--- config.mk ---
export PLATFORM = sky130hd
export DESIGN_NAME = noc_pe_sender
export DESIGN_NICKNAME = d
export VERILOG_FILES = /design/src/rtl/noc_pkg.sv /design/src/rtl/noc_fifo.sv /design/src/rtl/noc_pe_sender.sv
export SDC_FILE = /design/constraint.sdc
export NUM_CORES = 1
export LEC_CHECK = 0
export CORE_MARGIN = 2
export CORE_UTILIZATION = 51
export CTS_CLUSTER_DIAMETER = 100
export DETAILED_ROUTE_END_ITERATION = 10
export PLACE_DENSITY = 0.73
export SETUP_SLACK_MARGIN = 0.2
export SLEW_MARGIN = 40
export SYNTH_ARGS = -nofsm -noshare
export SYNTH_HDL_FRONTEND = slang
export SYNTH_SLANG_ARGS = --single-unit
--- constraint.sdc ---
create_clock -name clock -period 4.2 [get_ports clock]
set_input_delay 0.63 -clock clock [delete_from_list [all_inputs] [get_ports clock]]
set_output_delay 0.63 -clock clock [all_outputs]
set_load 0.05 [all_outputs]
--- src/rtl/noc_pkg.sv ---
// Shared types and constants for the processing-element side of the NoC mesh.
// Covers configure word layout, command codes, request payload and sender FSM states.
package noc_pkg;

    localparam int unsigned NODE_W       = 2;
    localparam int unsigned DATA_W       = 7;
    localparam int unsigned CMD_W        = 2;
    localparam int unsigned CFG_W        = CMD_W + DATA_W + NODE_W;
    localparam int unsigned SENT_W       = 8;
    localparam int unsigned ERR_W        = 2;
    localparam int unsigned FIFO_DEPTH   = 4;

    localparam int unsigned CFG_DEST_LSB = 0;
    localparam int unsigned CFG_DATA_LSB = CFG_DEST_LSB + NODE_W;
    localparam int unsigned CFG_CMD_LSB  = CFG_DATA_LSB + DATA_W;

    localparam int unsigned ERR_TIMEOUT  = 0;
    localparam int unsigned ERR_SELF     = 1;

    // Command codes 2'b10 and 2'b11 are reserved on the mesh and never driven.
    typedef enum logic [CMD_W-1:0] {
        CMD_IDLE = 2'b00,
        CMD_SEND = 2'b01
    } cmd_t;

    typedef enum logic [1:0] {
        IDLE = 2'd0,
        HOLD = 2'd1,
        GAP  = 2'd2
    } state_t;

    typedef struct packed {
        logic [NODE_W-1:0] dest;
        logic [DATA_W-1:0] data;
    } req_t;

    localparam int unsigned REQ_W = $bits(req_t);

    function automatic logic [CFG_W-1:0] make_cfg(input cmd_t cmd, input req_t req);
        logic [CFG_W-1:0] word;
        word                           = '0;
        word[CFG_CMD_LSB  +: CMD_W]    = cmd;
        word[CFG_DATA_LSB +: DATA_W]   = req.data;
        word[CFG_DEST_LSB +: NODE_W]   = req.dest;
        return word;
    endfunction

endpackage

--- src/rtl/noc_fifo.sv ---
// Small synchronous show-ahead FIFO; simultaneous push and pop both take effect.
module noc_fifo #(
    parameter int unsigned WIDTH = 8,
    parameter int unsigned DEPTH = 4,
    localparam int unsigned CNT_W = $clog2(DEPTH + 1)
) (
    input  logic             clock,
    input  logic             reset,
    input  logic             push,
    input  logic [WIDTH-1:0] wr_data,
    input  logic             pop,
    output logic [WIDTH-1:0] rd_data,
    output logic             full,
    output logic             empty,
    output logic [CNT_W-1:0] count
);

    localparam int unsigned PTR_W = (DEPTH > 1) ? $clog2(DEPTH) : 1;

    logic [WIDTH-1:0] mem [DEPTH];
    logic [PTR_W-1:0] wr_ptr;
    logic [PTR_W-1:0] rd_ptr;
    logic             do_push;
    logic             do_pop;

    assign full    = (count == CNT_W'(DEPTH));
    assign empty   = (count == '0);
    assign do_push = push && !full;
    assign do_pop  = pop && !empty;
    assign rd_data = mem[rd_ptr];

    function automatic logic [PTR_W-1:0] ptr_inc(input logic [PTR_W-1:0] p);
        return (p == PTR_W'(DEPTH - 1)) ? '0 : p + PTR_W'(1);
    endfunction

    // Storage needs no reset; occupancy is tracked by the pointers and count.
    always_ff @(posedge clock) begin
        if (do_push) begin
            mem[wr_ptr] <= wr_data;
        end
    end

    always_ff @(posedge clock) begin
        if (reset) begin
            wr_ptr <= '0;
            rd_ptr <= '0;
            count  <= '0;
        end else begin
            if (do_push) begin
                wr_ptr <= ptr_inc(wr_ptr);
            end
            if (do_pop) begin
                rd_ptr <= ptr_inc(rd_ptr);
            end
            count <= count + CNT_W'(do_push) - CNT_W'(do_pop);
        end
    end

endmodule

--- src/rtl/noc_pe_sender.sv ---
// Processor-side mesh sender: queues core requests and drives SEND configure words,
// holding each until net_ready or a stall-aware timeout, then idling for a fixed gap.
module noc_pe_sender
    import noc_pkg::*;
#(
    parameter int SRC_ID     = 0,
    parameter int HOLD_MAX   = 64,
    parameter int GAP_CYCLES = 2
) (
    input  logic              clock,
    input  logic              reset,
    input  logic              req_valid,
    output logic              req_ready,
    input  logic [NODE_W-1:0] req_dest,
    input  logic [DATA_W-1:0] req_data,
    input  logic              net_ready,
    input  logic              block_all_paths,
    output logic [CFG_W-1:0]  configure,
    output logic              busy,
    output logic [SENT_W-1:0] sent_count,
    output logic [ERR_W-1:0]  err_pulse
);

    localparam int unsigned CNT_W  = $clog2(FIFO_DEPTH + 1);
    localparam int unsigned WAIT_W = (HOLD_MAX > 1) ? $clog2(HOLD_MAX) : 1;
    localparam int unsigned GAP_W  = (GAP_CYCLES > 1) ? $clog2(GAP_CYCLES) : 1;
    localparam state_t      AFTER_HOLD = (GAP_CYCLES == 0) ? IDLE : GAP;

    state_t            state_q, state_d;
    logic [WAIT_W-1:0] wait_q, wait_d;
    logic [GAP_W-1:0]  gap_q, gap_d;
    logic [CFG_W-1:0]  cfg_d;
    logic [SENT_W-1:0] sent_d;
    logic [ERR_W-1:0]  err_d;
    logic              ready_d;
    logic              busy_d;

    logic              push;
    logic              pop;
    req_t              wr_req;
    req_t              head;
    logic [REQ_W-1:0]  fifo_rd;
    logic              fifo_full;
    logic              fifo_empty;
    logic [CNT_W-1:0]  fifo_count;
    logic [CNT_W-1:0]  count_d;

    assign wr_req = '{dest: req_dest, data: req_data};
    assign head   = req_t'(fifo_rd);
    assign push   = req_valid && req_ready;

    noc_fifo #(
        .WIDTH (REQ_W),
        .DEPTH (FIFO_DEPTH)
    ) u_fifo (
        .clock   (clock),
        .reset   (reset),
        .push    (push),
        .wr_data (wr_req),
        .pop     (pop),
        .rd_data (fifo_rd),
        .full    (fifo_full),
        .empty   (fifo_empty),
        .count   (fifo_count)
    );

    // Next-state and output decode.
    always_comb begin
        state_d = state_q;
        wait_d  = wait_q;
        gap_d   = gap_q;
        cfg_d   = configure;
        sent_d  = sent_count;
        err_d   = '0;
        pop     = 1'b0;

        unique case (state_q)
            IDLE: begin
                if (!fifo_empty && !block_all_paths) begin
                    pop = 1'b1;
                    if (head.dest == NODE_W'(SRC_ID)) begin
                        err_d[ERR_SELF] = 1'b1;
                    end else begin
                        cfg_d   = make_cfg(CMD_SEND, head);
                        wait_d  = '0;
                        state_d = HOLD;
                    end
                end
            end
            HOLD: begin
                if (net_ready) begin
                    sent_d  = sent_count + SENT_W'(1);
                    cfg_d   = '0;
                    wait_d  = '0;
                    gap_d   = '0;
                    state_d = AFTER_HOLD;
                end else if (!block_all_paths) begin
                    // Timeout budget only advances while the mesh is not globally stalled.
                    if (wait_q == WAIT_W'(HOLD_MAX - 1)) begin
                        err_d[ERR_TIMEOUT] = 1'b1;
                        cfg_d   = '0;
                        wait_d  = '0;
                        gap_d   = '0;
                        state_d = AFTER_HOLD;
                    end else begin
                        wait_d = wait_q + WAIT_W'(1);
                    end
                end
            end
            GAP: begin
                if (gap_q == GAP_W'(GAP_CYCLES - 1)) begin
                    gap_d   = '0;
                    state_d = IDLE;
                end else begin
                    gap_d = gap_q + GAP_W'(1);
                end
            end
            default: begin
                state_d = IDLE;
                cfg_d   = '0;
            end
        endcase

        count_d = fifo_count + CNT_W'(push) - CNT_W'(pop);
        ready_d = (count_d != CNT_W'(FIFO_DEPTH));
        busy_d  = (count_d != '0) || (state_d != IDLE);
    end

    always_ff @(posedge clock) begin
        if (reset) begin
            state_q    <= IDLE;
            wait_q     <= '0;
            gap_q      <= '0;
            configure  <= '0;
            sent_count <= '0;
            err_pulse  <= '0;
            req_ready  <= 1'b0;
            busy       <= 1'b0;
        end else begin
            state_q    <= state_d;
            wait_q     <= wait_d;
            gap_q      <= gap_d;
            configure  <= cfg_d;
            sent_count <= sent_d;
            err_pulse  <= err_d;
            req_ready  <= ready_d;
            busy       <= busy_d;
        end
    end

endmodule

* Yosys cells after proc, flatten, opt, wreduce, memory -nomap -nowiden
Memory sizes are Yosys's and may differ from the RTL's. A register that Yosys moved wholly into a read port is not among the register bits.
Index checks and enable logic that the tools add are counted.
** Storage, ports and cells
- Flip-flop bits (word level) :: 39
- Memories kept :: 1
- Bits in latches :: 0
- Bits of input ports :: 14
- ROM bits :: 0
- RAM bits :: 36
** Memories
- u_fifo.mem :: depth 4, bits a word 9, rd ports 1, clocked after Yosys merged registers in 1, wr ports 1, RTL line noc_fifo.sv:20 : logic [WIDTH-1:0] mem [DEPTH];
** Operators by class
- Eq/ne operators :: 11
- $mul :: 0
- Divide/modulo/power cells :: 0
- Order comparisons :: 0
- Reduce and logical (&&, ||, !) cells :: 21
- Add/sub/neg operators :: 9
- Muxes and demuxes :: 34
- Shift-type cells :: 0
- Bitwise logic cells :: 4
** Operators with widths (number)
- $mux 11 :: 5
- $pmux 11 s3 :: 1
- $mux 6 :: 5
- $mux 2 :: 10
- $pmux 6 s2 :: 1
- $mux 1 :: 10
- $ne 3x3->1 const B :: 3
- $add 8x1->8 const B :: 1
- $add 3x1->3 :: 2
- $add 6x1->6 const B :: 1
- $eq 2x2->1 const B :: 3
- $eq 6x6->1 const B :: 1
- $pmux 2 s3 :: 1
- $reduce_bool 2->1 :: 3
- $sub 3x1->3 :: 2
- $reduce_and 5->1 :: 1
- $add 2x1->2 const B :: 2
- $logic_and 1x1->1 :: 4
- $logic_not 2->1 :: 2
- $ne 2x2->1 const B :: 2
- $not 1->1 :: 4
- $reduce_and 4->1 :: 1
- $reduce_or 4->1 :: 1
- $eq 3x3->1 const B :: 1
- other kinds (10) :: 12

* Longest topological paths before layout
Gate-level depths: netlist of run 1.
- Word-level depth :: 8
- Depth in mapped cells :: 11
- Gate-level depth less buffers :: 10

* Cells and area by module
From an unflattened synthesis of run 1, not the netlist that was laid out.
** Second synthesis, totals
- Cell total of the unflattened synthesis :: 252
- Area total of the unflattened synthesis :: 3180.6 um2
** Modules (own cells, without submodules)
- noc_fifo :: seq. area each 1261.2 um2, cells an instance 98, instances 1, area an instance 1780.5 um2
- noc_pe_sender :: seq. area each 620.6 um2, cells an instance 154, instances 1, area an instance 1400.1 um2

* Worst setup path after synthesis of run 1
OpenSTA, ideal clock, no wires.
- Path kind :: input-to-reg
- Start point :: input block_all_paths
- End point :: register busy
- Data required time :: 4073 ps
- Arrival :: 2826 ps
- Stages on the path :: 11
- Setup slack :: 1247 ps
- Path buffers :: 1
- Library setup time :: 127 ps
- Cells stage by stage :: clkbuf_1 -> nor3_1 -> nand2_1 -> inv_1 -> ha_1 -> inv_1 -> ha_1 -> fa_1 -> or2_2 -> a2111oi_0 -> o21bai_1
** Between the ends
- Longest elaborated chain between the ends :: 7
- Elaborated cells between the ends (all ways) :: 12
** Ends and longest elaborated chain
- start, declared :: RTL line noc_pe_sender.sv:17 : input logic block_all_paths,
- $logic_not 1->1
- $logic_and 1x1->1 :: RTL line noc_pe_sender.sv:79 : if (!fifo_empty && !block_all_paths) begin
- $mux 1 :: RTL line noc_pe_sender.sv:79
- $mux 1 :: RTL line noc_pe_sender.sv:77 : unique case (state_q)
- $sub 3x1->3 :: RTL line noc_pe_sender.sv:124 : count_d = fifo_count + CNT_W'(push) - CNT_W'(pop);
- $reduce_bool 3->1 :: RTL line noc_pe_sender.sv:126 : busy_d = (count_d != '0) || (state_d != IDLE);
- $logic_or 1x1->1 * :: RTL line noc_pe_sender.sv:126
- end signal, assigned :: RTL line noc_pe_sender.sv:147 : busy <= busy_d;
- end, declared :: RTL line noc_pe_sender.sv:19 : output logic busy,
Mark *: on every way between the ends. The rest lies on a longest branch, timed or not.
A chain may end at the register's enable or synchronous reset.

* Final worst setup path of run 1
Same ends and word-level chain as after synthesis.

==> flow_metrics.py, run 1 <==
metrics = {
    "outcome": {
        "outcome": "complete, no violations",
    },
    "route": {
        "ant_nets": 0,
        "drt_iter0_markers": 129,
        "drtPass1Iterations": 4,
        "wl_microns": 6000,
        "drc": 0,
        "wl_per_cell_microns": 15.4,
        "vias": 2192,
        "routed_via_density": 5.61,
    },
    "clock_tree": {
        "cts_tree": "done",
        "clkTransAtPathRegs_ns": 0.08,
        "root_buffer": "clkbuf_8",
        "postCtsSetupBuffers": 0,
        "htree_levels": 3,
        "cts_made_buffers": 9,
        "cts_num_sinks": 76,
        "cts-hold-fix-buffers": 0,
        "clkLatencyLatePin_ns": 0.35,
        "cts_buffer_depth": 2,
        "ctsResizeCount": 0,
    },
    "worst_setup_path": {
        "critPathMaxStageDelay_ns": 0.55,
        "arrival_ns": 3.52,
        "crit_type": "input port to flip-flop",
        "crit_fanout": 9,
        "required_ns": 4.43,
        "worstRegToRegCells": 10,
        "end_kind": "flip-flop",
        "slowest_stage": "clkdlybuf4s50_1",
        "start_kind": "input port",
        "r2r_slack_ns": 1.31,
        "path_cells": "clkdlybuf4s50_1, nor3_1, nand2_1, inv_1, ha_1, inv_1, ha_1, fa_1, or2_2, a2111oi_0, o21bai_1",
        "r2r_start": "state_q[0]",
        "worstReg2RegEnd": "busy",
    },
    "place": {
        "place_ws_ns": 0.577,
        "gp_congestion": 0.819,
        "dpl.hpwl_microns": 4150,
        "portBuffers": 35,
    },
    "die": {
        "start_util_pct": 52.4,
        "rows": 29,
        "ioPinCount": 37,
        "die_area_sq_um": 7140,
        "die_y_microns": 84.5,
        "die_x_microns": 84.5,
        "core_sq_um": 6310,
    },
    "timing": {
        "rsz0062_at_grt": "no",
        "period_minus_slack_ns": 3.29,
        "worstMarginPinSlew_ns": 0.642,
        "slew_headroom_pct": 57.0,
        "fin_skew_ns": 0.00830,
        "worst_slack_ns": 0.906,
        "setup_viol": 0,
        "hold_viol": 0,
        "fin_tns_setup_ns": 0,
        "fin_hold_ws_ns": 0.465,
        "drv_slew": 0,
        "fin_crit_sh_pct": 78.4,
        "max_freq_mhz": 304,
    },
    "grt": {
        "track_usage_pct": 17.7,
        "grt_max_degree": 25,
        "antenna_found_initial": 0,
        "grt_pass1_vias": 2150,
        "overflow": 0,
        "grt_pass1_wl_microns": 9940,
    },
    "cells_and_area": {
        "final_cell_mix": "dfxtp_1 (40), edfxtp_1 (36), clkdlybuf4s50_1 (34)",
        "fillers": 532,
        "num_antenna_cells": 0,
        "fin_nets": 336,
        "final_layout_size_suffix_gt1_share_pct": 7.32,
        "syn_to_final_growth_pct": 16.4,
        "mostFrequentLayoutCell": "dfxtp_1",
    },
    "hold_path": {
        "hold_start": "configure[9]",
        "min_path_cells": 2,
        "hold_end": "configure[9]",
        "hold_class": "flip-flop to flip-flop",
    },
    "logic_synthesis": {
        "synth_nets": 303,
        "syn_inst": 276,
        "post_synth.cell_area_avg_sq_um": 12.0,
        "synth_area_sq_um": 3310,
        "synth_enable_flop_cells": 36,
        "synthDistinctLibCells": 52,
        "ys.flop_type": "dfxtp_1",
        "yosys_warnings": 0,
        "ys_seq_elements": 76,
        "seq_area_frac_synth_pct": 56.9,
        "synth_largest_area_cell": "edfxtp_1",
        "netlist_top_cells_area": "edfxtp_1 (33%), dfxtp_1 (24%), mux4_1 (5.6%)",
        "yosysTopAreaCellShare_pct": 32.7,
        "async_flop_share_pct": 0,
    },
    "power_and_ir_drop": {
        "p_leak_nw": 1.35,
        "powerDensity_nw_per_um2": 543,
        "ir_drop_mv": 0.336,
        "power_mw": 2.09,
    },
    "run": {
        "maxCapViolCount": 0,
    },
}
==> how the worst max path moves through the flow <==
stage	startpoint	end	slack, ns	cells past startpoint
2_1_floorplan	block_all_paths	busy	1.25	11
3_3_place_gp	block_all_paths	busy	0.66	11
3_5_place_dp	block_all_paths	busy	0.58	11
4_1_cts	block_all_paths	busy	0.91	11
5_1_grt	block_all_paths	busy	0.58	11
6_report	block_all_paths	busy	0.91	11
==> critical path: cells and delay by family <==
| kind | cells | cell delay [ns] |
|---|---|---|
| buffers and inverters | 3 | 0.70 |
| AO/OA/AOI/OAI | 2 | 0.42 |
| adder cells (fa/ha/maj) | 3 | 0.79 |
| AND/OR/NAND/NOR | 3 | 0.96 |
==> cell type report <==
class | instances | area [sq um] | area share (%)
flip-flops and latches | 76 | 1880 | 48.9
multi-input cells | 172 | 1290 | 33.4
repair buffers | 36 | 353 | 9.17
clock buffers | 9 | 124 | 3.22
well taps | 77 | 96.3 | 2.50
clock inverters | 7 | 55.1 | 1.43
inverters | 14 | 52.6 | 1.37
==> layer usage <==
metal,wire [microns],global-route usage [%],vias up
li1,-,-,1079
met1,2670,21.7,1067
met2,3040,29.9,38
met3,191,4.13,8
met4,102,7.79,0
met5,0,0,-
==> metrics by stage <==
| step | instance area [sq um] | util [%] | std cells |
|---|---|---|---|
| 2_1_floorplan | 3310 | - | 276 |
| 3_3_place_gp | 3670 | 58.2 | 375 |
| 3_5_place_dp | 3670 | 58.1 | 375 |
| 4_1_cts | 3850 | 61.0 | 391 |
| 5_1_grt | 3850 | 61.0 | 391 |
| 6_report | 3850 | 61.0 | 391 |
==> power by group <==
part	leakage, nW	internal [mW]	switching (mW)
combinational	0.610	0.256	0.385
sequential	0.651	0.870	0.0698
clock	0.0887	0.222	0.288
total	1.35	1.35	0.743
==> kinds of logic (layout without fill, tap and decap cells) <==
group / Yosys count / after routing / share of synthesized area [%]
and+or+nand+nor: 92 / 92 / 14.5
DFF: 76 / 76 / 56.9
AOI/OAI and AO/OA: 45 / 45 / 8.74
buffers and inverters: 28 / 66 / 4.16
adders and majority gates: 13 / 13 / 5.37
muxes: 11 / 11 / 7.53
xor gates and xnor gates: 10 / 10 / 2.65
other: 1 / 1 / 0.113
==> sequential cells by signal, summed over array words and instances, names as in the netlist, 2 cells and up, named ones only <==
signal / cells
configure: 10
err_pulse: 2
sent_count: 8
state_q: 2
u_fifo.count: 3
u_fifo.mem: 36
u_fifo.rd_ptr: 2
u_fifo.wr_ptr: 2
wait_q: 6
==> cell usage after synthesis (all sizes together), types with 3 or more instances <==
cell	number
ha	11
or3	4
inv	13
nand4	3
o21ai	6
nand3	26
nor2b	7
and2	6
nand2	13
buf	5
xnor2	5
mux4	9
a21oi	20
xor2	5
nor2	14
dfxtp	40
nor3	6
edfxtp	36
clkbuf	9
(Power assumes the default switching activity.)
==> run 2, diff against run 1 <==
--- a/config.mk
+++ b/config.mk
@@ -6,10 +6,10 @@
 export NUM_CORES = 1
 export LEC_CHECK = 0
 export CORE_MARGIN = 2
-export CORE_UTILIZATION = 51
+export CORE_UTILIZATION = 50
 export CTS_CLUSTER_DIAMETER = 100
 export DETAILED_ROUTE_END_ITERATION = 10
-export PLACE_DENSITY = 0.73
+export PLACE_DENSITY = 0.75
 export SETUP_SLACK_MARGIN = 0.2
 export SLEW_MARGIN = 40
 export SYNTH_ARGS = -nofsm -noshare
==> constraint.sdc (replaced) <==
create_clock -name clock -period 2.9 [get_ports clock]
set_input_delay 0.435 -clock clock [delete_from_list [all_inputs] [get_ports clock]]
set_output_delay 0.435 -clock clock [all_outputs]
set_load 0.05 [all_outputs]
==> run 2 against run 1 <==
Compared with the run above:
- critical path depth fell by 1
- sequential share of layout area down 1.5 points
- total power increased by 54%
- die area increased by 1.9%
- sequential power is 44% higher
- clock-buffer cell count is the same
- setup slack worse by 0.52 ns
- worst hold slack better by 0.0079 ns
- clock power is 62% higher
- first-iteration DRC count increased by 11%
- final area increased by 3.3%
==> flow_metrics.py, run 2 (synthesis gave the netlist of run 1 again) <==
metrics = {
    "die": {
        "die_y_microns": 85.3,
        "die_area_sq_um": 7280,
        "ioPinCount": 37,
        "die_x_microns": 85.3,
        "core_sq_um": 6390,
        "start_util_pct": 51.8,
        "rows": 29,
    },
    "timing": {
        "setup_viol": 0,
        "slew_headroom_pct": 56.6,
        "max_freq_mhz": 397,
        "fin_tns_setup_ns": 0,
        "period_minus_slack_ns": 2.52,
        "hold_viol": 0,
        "worst_slack_ns": 0.384,
        "fin_skew_ns": 0.0137,
        "drv_slew": 0,
        "fin_crit_sh_pct": 86.8,
        "worstMarginPinSlew_ns": 0.649,
        "rsz0062_at_grt": "no",
    },
    "grt": {
        "grt_use_met2_pct": 28.8,
        "grt-busiest-layer": "met2",
        "antenna_found_initial": 0,
        "grt_pass1_wl_microns": 9860,
        "overflow": 0,
        "grt_max_degree": 23,
        "use_met1_pct": 22.2,
        "track_usage_pct": 17.3,
        "use_met3_pct": 4.09,
        "grt_pass1_vias": 2137,
    },
    "clock_tree": {
        "cts_buffer_depth": 2,
        "cts_tree": "done",
        "root_buffer": "clkbuf_8",
        "cts_made_buffers": 9,
        "htree_levels": 3,
        "clkLatencyLatePin_ns": 0.35,
        "cts-hold-fix-buffers": 0,
        "postCtsSetupBuffers": 0,
        "cts_num_sinks": 76,
        "clkTransAtPathRegs_ns": 0.08,
    },
    "power_and_ir_drop": {
        "powerDensity_nw_per_um2": 811,
        "ir_drop_mv": 0.623,
        "p_leak_nw": 1.41,
    },
    "cells_and_area": {
        "multi_input_area_sq_um": 1310,
        "regMostFlops": "u_fifo.mem",
        "largest_register_ffs": 36,
        "fin_nets": 345,
        "final_cell_mix": "dfxtp_1 (40), edfxtp_1 (36), clkdlybuf4s50_1 (35)",
        "syn_to_final_growth_pct": 20.2,
        "num_antenna_cells": 0,
        "final_layout_size_suffix_gt1_share_pct": 10.8,
        "ff_latch_area_sq_um": 1880,
        "top_regs": "u_fifo.mem x36, configure x10, sent_count x8",
        "mostFrequentLayoutCell": "dfxtp_1",
        "fillers": 518,
    },
    "route": {
        "drc": 0,
        "routed_via_density": 5.64,
        "drtPass1Iterations": 4,
        "vias": 2255,
        "drt_iter0_markers": 143,
        "ant_nets": 0,
        "wl_per_cell_microns": 15.1,
        "wl_microns": 6030,
    },
    "hold_path": {
        "hold_class": "flip-flop to flip-flop",
        "min_path_cells": 2,
        "hold_end": "configure[8]",
        "hold_start": "configure[8]",
    },
    "worst_setup_path": {
        "end_kind": "flip-flop",
        "arrival_ns": 2.73,
        "r2r_start": "u_fifo.count[2]",
        "required_ns": 3.11,
        "start_kind": "flip-flop",
        "r2r_slack_ns": 0.38,
        "worstReg2RegEnd": "busy",
        "worstRegToRegCells": 10,
        "crit_fanout": 3,
        "crit_type": "flip-flop to flip-flop",
    },
    "place": {
        "portBuffers": 35,
        "dpl.hpwl_microns": 4190,
        "gp_congestion": 0.830,
        "place_ws_ns": 0.0369,
    },
    "outcome": {
        "outcome": "complete, no violations",
    },
    "run": {
        "maxCapViolCount": 0,
    },
}
## run 2: worst max path at each step
stage,cells past startpoint,from,endpoint,slack (ns)
4_1_cts,10,u_fifo.count[2],busy,0.31
3_3_place_gp,11,block_all_paths,busy,0.05
6_report,10,u_fifo.count[2],busy,0.38
5_1_grt,10,u_fifo.count[2],busy,0.22
3_5_place_dp,11,block_all_paths,busy,0.04
2_1_floorplan,11,u_fifo.count[2],busy,0.23
## run 2: final cells by class
class                   count  share of cell area [%]
clock buffers               9                    3.12
clock inverters             7                    2.05
inverters                  14                    1.32
multi-input cells         172                    33.0
flip-flops and latches     76                    47.4
well taps                  77                    2.42
repair buffers             45                    10.7
## run 2: critical path, cell delays in order, from the launching register on
cell	delay, ns
dfxtp_1	0.34
or3_1	0.40
nand2_2	0.08
inv_1	0.04
ha_1	0.25
inv_1	0.04
ha_1	0.19
fa_1	0.44
or2_2	0.33
a2111oi_4	0.19
o21bai_1	0.09
## run 2: per-stage QoR
stage          utilization, %  instance area, sq um  cells  total power, mW  hold slack [ns]
2_1_floorplan               -                  3310    276             2.10            0.454
3_3_place_gp             58.7                  3750    384             2.36            0.447
3_5_place_dp             58.7                  3750    384             2.38            0.463
4_1_cts                  61.9                  3960    400             3.20            0.475
5_1_grt                  62.2                  3970    400             3.41            0.507
6_report                 62.2                  3970    400             3.22            0.473
## run 2: layer usage
metal | share of wire (%) | up-vias | wire (microns)
met5 | 0 | - | 0
met4 | 0.83 | 0 | 50
met3 | 3.4 | 7 | 203
met2 | 52 | 43 | 3110
met1 | 44 | 1108 | 2670
li1 | - | 1097 | -
## run 2: repair_timing
action / 4_1_cts / 5_1_grt
endpoints found under the hold margin: 0 / 0
resized for setup: 0 / 3
endpoints found under the setup margin: 0 / 1
## run 2: power by group
group | switching [mW] | internal [mW]
sequential | 0.0902 | 1.26
clock | 0.417 | 0.411
combinational | 0.606 | 0.436
total | 1.11 | 2.11
==> run 3, diff against run 2 <==
--- a/config.mk
+++ b/config.mk
@@ -6,10 +6,10 @@
 export NUM_CORES = 1
 export LEC_CHECK = 0
 export CORE_MARGIN = 2
-export CORE_UTILIZATION = 50
+export CORE_UTILIZATION = 51
 export CTS_CLUSTER_DIAMETER = 100
 export DETAILED_ROUTE_END_ITERATION = 10
-export PLACE_DENSITY = 0.75
+export PLACE_DENSITY_LB_ADDON = 0.1
 export SETUP_SLACK_MARGIN = 0.2
 export SLEW_MARGIN = 40
 export SYNTH_ARGS = -nofsm -noshare
==> constraint.sdc (replaced) <==
create_clock -name clock -period 2.8 [get_ports clock]
set_input_delay 0.42 -clock clock [delete_from_list [all_inputs] [get_ports clock]]
set_output_delay 0.42 -clock clock [all_outputs]
set_load 0.05 [all_outputs]
==> run 3 against run 2 <==
Compared with the run above:
- core utilization grew 1.7 points
- highest routed layer unchanged
- setup slack lost 0.026 ns
- critical path depth is the same
- routed wire length grew 5.3%
- sequential cell count is the same
- global-route usage grew 1.3 points
- combinational power grew 9.6%
- maximum frequency grew 3.0%
- clock skew shrank 0.0015 ns
- via count shrank 1.7%
- critical endpoint unchanged
==> flow_metrics.py, run 3 (synthesis gave the netlist of run 1 again) <==
metrics = {
    "outcome": {
        "outcome": "complete, no violations",
    },
    "worst_setup_path": {
        "startpoint": "u_fifo.count[2]",
        "arrival_ns": 2.66,
        "cp_top_family": "adder cells",
        "required_ns": 3.02,
        "critical_path_buf_inv_count": 2,
        "end_kind": "flip-flop",
        "crit_type": "flip-flop to flip-flop",
        "start_kind": "flip-flop",
        "path_cells": "or3_4, nand2_2, inv_1, ha_1, inv_1, ha_1, fa_1, or2_4, a2111oi_4, o21bai_1",
        "r2r_slack_ns": 0.36,
        "worstReg2RegEnd": "busy",
        "worstRegToRegCells": 10,
        "r2r_start": "u_fifo.count[2]",
        "slowest_stage": "fa_1",
        "crit_fanout": 3,
        "critPathMaxStageDelay_ns": 0.45,
    },
    "timing": {
        "drv_slew": 0,
        "worst_slack_ns": 0.357,
        "worstMarginPinSlew_ns": 0.584,
        "setup_viol": 0,
        "slew_headroom_pct": 60.9,
        "max_freq_mhz": 409,
        "period_minus_slack_ns": 2.44,
        "hold_viol": 0,
        "rsz0062_at_grt": "no",
        "fin_hold_ws_ns": 0.460,
        "fin_skew_ns": 0.0122,
        "fin_crit_sh_pct": 87.2,
    },
    "cells_and_area": {
        "fin_nets": 349,
        "stdcell_count": 404,
        "utilization_pct": 63.9,
        "final_cell_mix": "dfxtp_1 (39), edfxtp_1 (36), clkdlybuf4s50_1 (35)",
        "largest_register_ffs": 36,
        "mostFrequentLayoutCell": "dfxtp_1",
        "final_layout_size_suffix_gt1_share_pct": 12.5,
        "top_regs": "u_fifo.mem x36, configure x10, sent_count x8",
        "regMostFlops": "u_fifo.mem",
        "num_antenna_cells": 0,
        "syn_to_final_growth_pct": 22.1,
        "fillers": 521,
    },
    "route": {
        "drtPass1Iterations": 4,
        "ant_nets": 0,
        "vias": 2216,
        "wl_microns": 6350,
        "wl_per_cell_microns": 15.7,
        "routed_via_density": 5.49,
        "drc": 0,
        "drt_iter0_markers": 127,
    },
    "clock_tree": {
        "htree_levels": 3,
        "clkTransAtPathRegs_ns": 0.09,
        "cts_buffer_depth": 2,
        "postCtsSetupBuffers": 0,
        "cts_num_sinks": 76,
        "cts-hold-fix-buffers": 0,
        "clkLatencyLatePin_ns": 0.35,
        "root_buffer": "clkbuf_8",
        "cts_tree": "done",
        "cts_made_buffers": 9,
    },
    "die": {
        "die_y_microns": 84.5,
        "core_sq_um": 6310,
        "start_util_pct": 52.4,
        "die_x_microns": 84.5,
        "rows": 29,
        "die_area_sq_um": 7140,
        "ioPinCount": 37,
    },
    "run": {
        "maxCapViolCount": 0,
    },
    "place": {
        "portBuffers": 35,
        "gp_congestion": 0.780,
        "dpl.hpwl_microns": 4440,
        "place_inst": 388,
        "place_ws_ns": -0.00875,
    },
    "hold_path": {
        "hold_end": "configure[9]",
        "hold_class": "flip-flop to flip-flop",
        "min_path_cells": 2,
        "hold_start": "configure[9]",
    },
    "power_and_ir_drop": {
        "p_leak_nw": 1.45,
        "ir_drop_mv": 0.582,
        "pwr-share-comb_pct": 32.8,
        "switchingPower_mw": 1.17,
        "powerDensity_nw_per_um2": 863,
        "p_clk_share_pct": 27.3,
        "p_int_mw": 2.31,
        "swShare_pct": 33.7,
        "p_seq_share_pct": 39.9,
    },
    "grt": {
        "antenna_found_initial": 0,
        "grt_max_degree": 18,
        "track_usage_pct": 18.6,
        "overflow": 0,
        "grt_pass1_wl_microns": 10300,
        "grt_pass1_vias": 2092,
    },
}
## run 3: cell count changes in the layout (fill, tap and decap cells not counted), sizes merged
| cell | change |
|---|---|
| buf | +4 |
| bufinv | +1 |
| inv | -1 |
## run 3: worst register-to-register path: cells and delay by family, from the launching register on
| family | cells | cell delay [ns] |
|---|---|---|
| adder cells (fa/ha/maj) | 3 | 0.91 |
| AND/OR/NAND/NOR | 3 | 0.73 |
| flip-flops | 1 | 0.34 |
| AO/OA/AOI/OAI | 2 | 0.26 |
| buffers and inverters | 2 | 0.08 |
## run 3: how the worst max path moves through the flow
stage	to	cells after the start	slack (ns)
2_1_floorplan	busy	11	0.22
3_3_place_gp	busy	11	0.06
3_5_place_dp	busy	11	-0.009
4_1_cts	busy	10	0.25
5_1_grt	busy	10	0.25
6_report	busy	10	0.36
## run 3: final cells by class
| type | instances | area (sq um) | area share (%) |
|---|---|---|---|
| Inverter | 14 | 52.6 | 1.30 |
| Clock buffer | 9 | 124 | 3.07 |
| Clock inverter | 7 | 105 | 2.60 |
| Tap cell | 77 | 96.3 | 2.39 |
| Sequential cell | 76 | 1880 | 46.7 |
| Timing Repair Buffer | 49 | 455 | 11.3 |
| Multi-Input combinational cell | 172 | 1320 | 32.7 |
## run 3: timing repair
item                                    CTS  global route
gates resized for setup                   0             4
endpoints found under the hold margin     0             0
endpoints found under the setup margin    0             1
## run 3: stage by stage
stage	power (mW)	cell area (sq um)	setup TNS [ns]
5_1_grt	3.67	4040	0
3_3_place_gp	2.49	3790	0
4_1_cts	3.47	4020	0
2_1_floorplan	2.20	3320	0
6_report	3.48	4040	0
3_5_place_dp	2.52	3790	-0.00875
## run 3: power by group through the flow
stage | registers [mW] | logic, mW | clock network, mW
final | 1.39 | 1.14 | 0.952
after global routing | 1.41 | 1.25 | 1.02
after CTS | 1.39 | 1.11 | 0.968
after detailed placement | 1.41 | 1.10 | 0
after global placement | 1.41 | 1.08 | 0
after floorplan | 1.58 | 0.623 | 0
## run 3: routing by layer
| metal | up-vias | global-route usage, % | wire length [microns] |
|---|---|---|---|
| li1 | 1109 | - | - |
| met1 | 1060 | 23.6 | 2870 |
| met2 | 38 | 30.4 | 3160 |
| met3 | 9 | 5.11 | 216 |
| met4 | 0 | 7.36 | 104 |
| met5 | - | 0 | 0 |
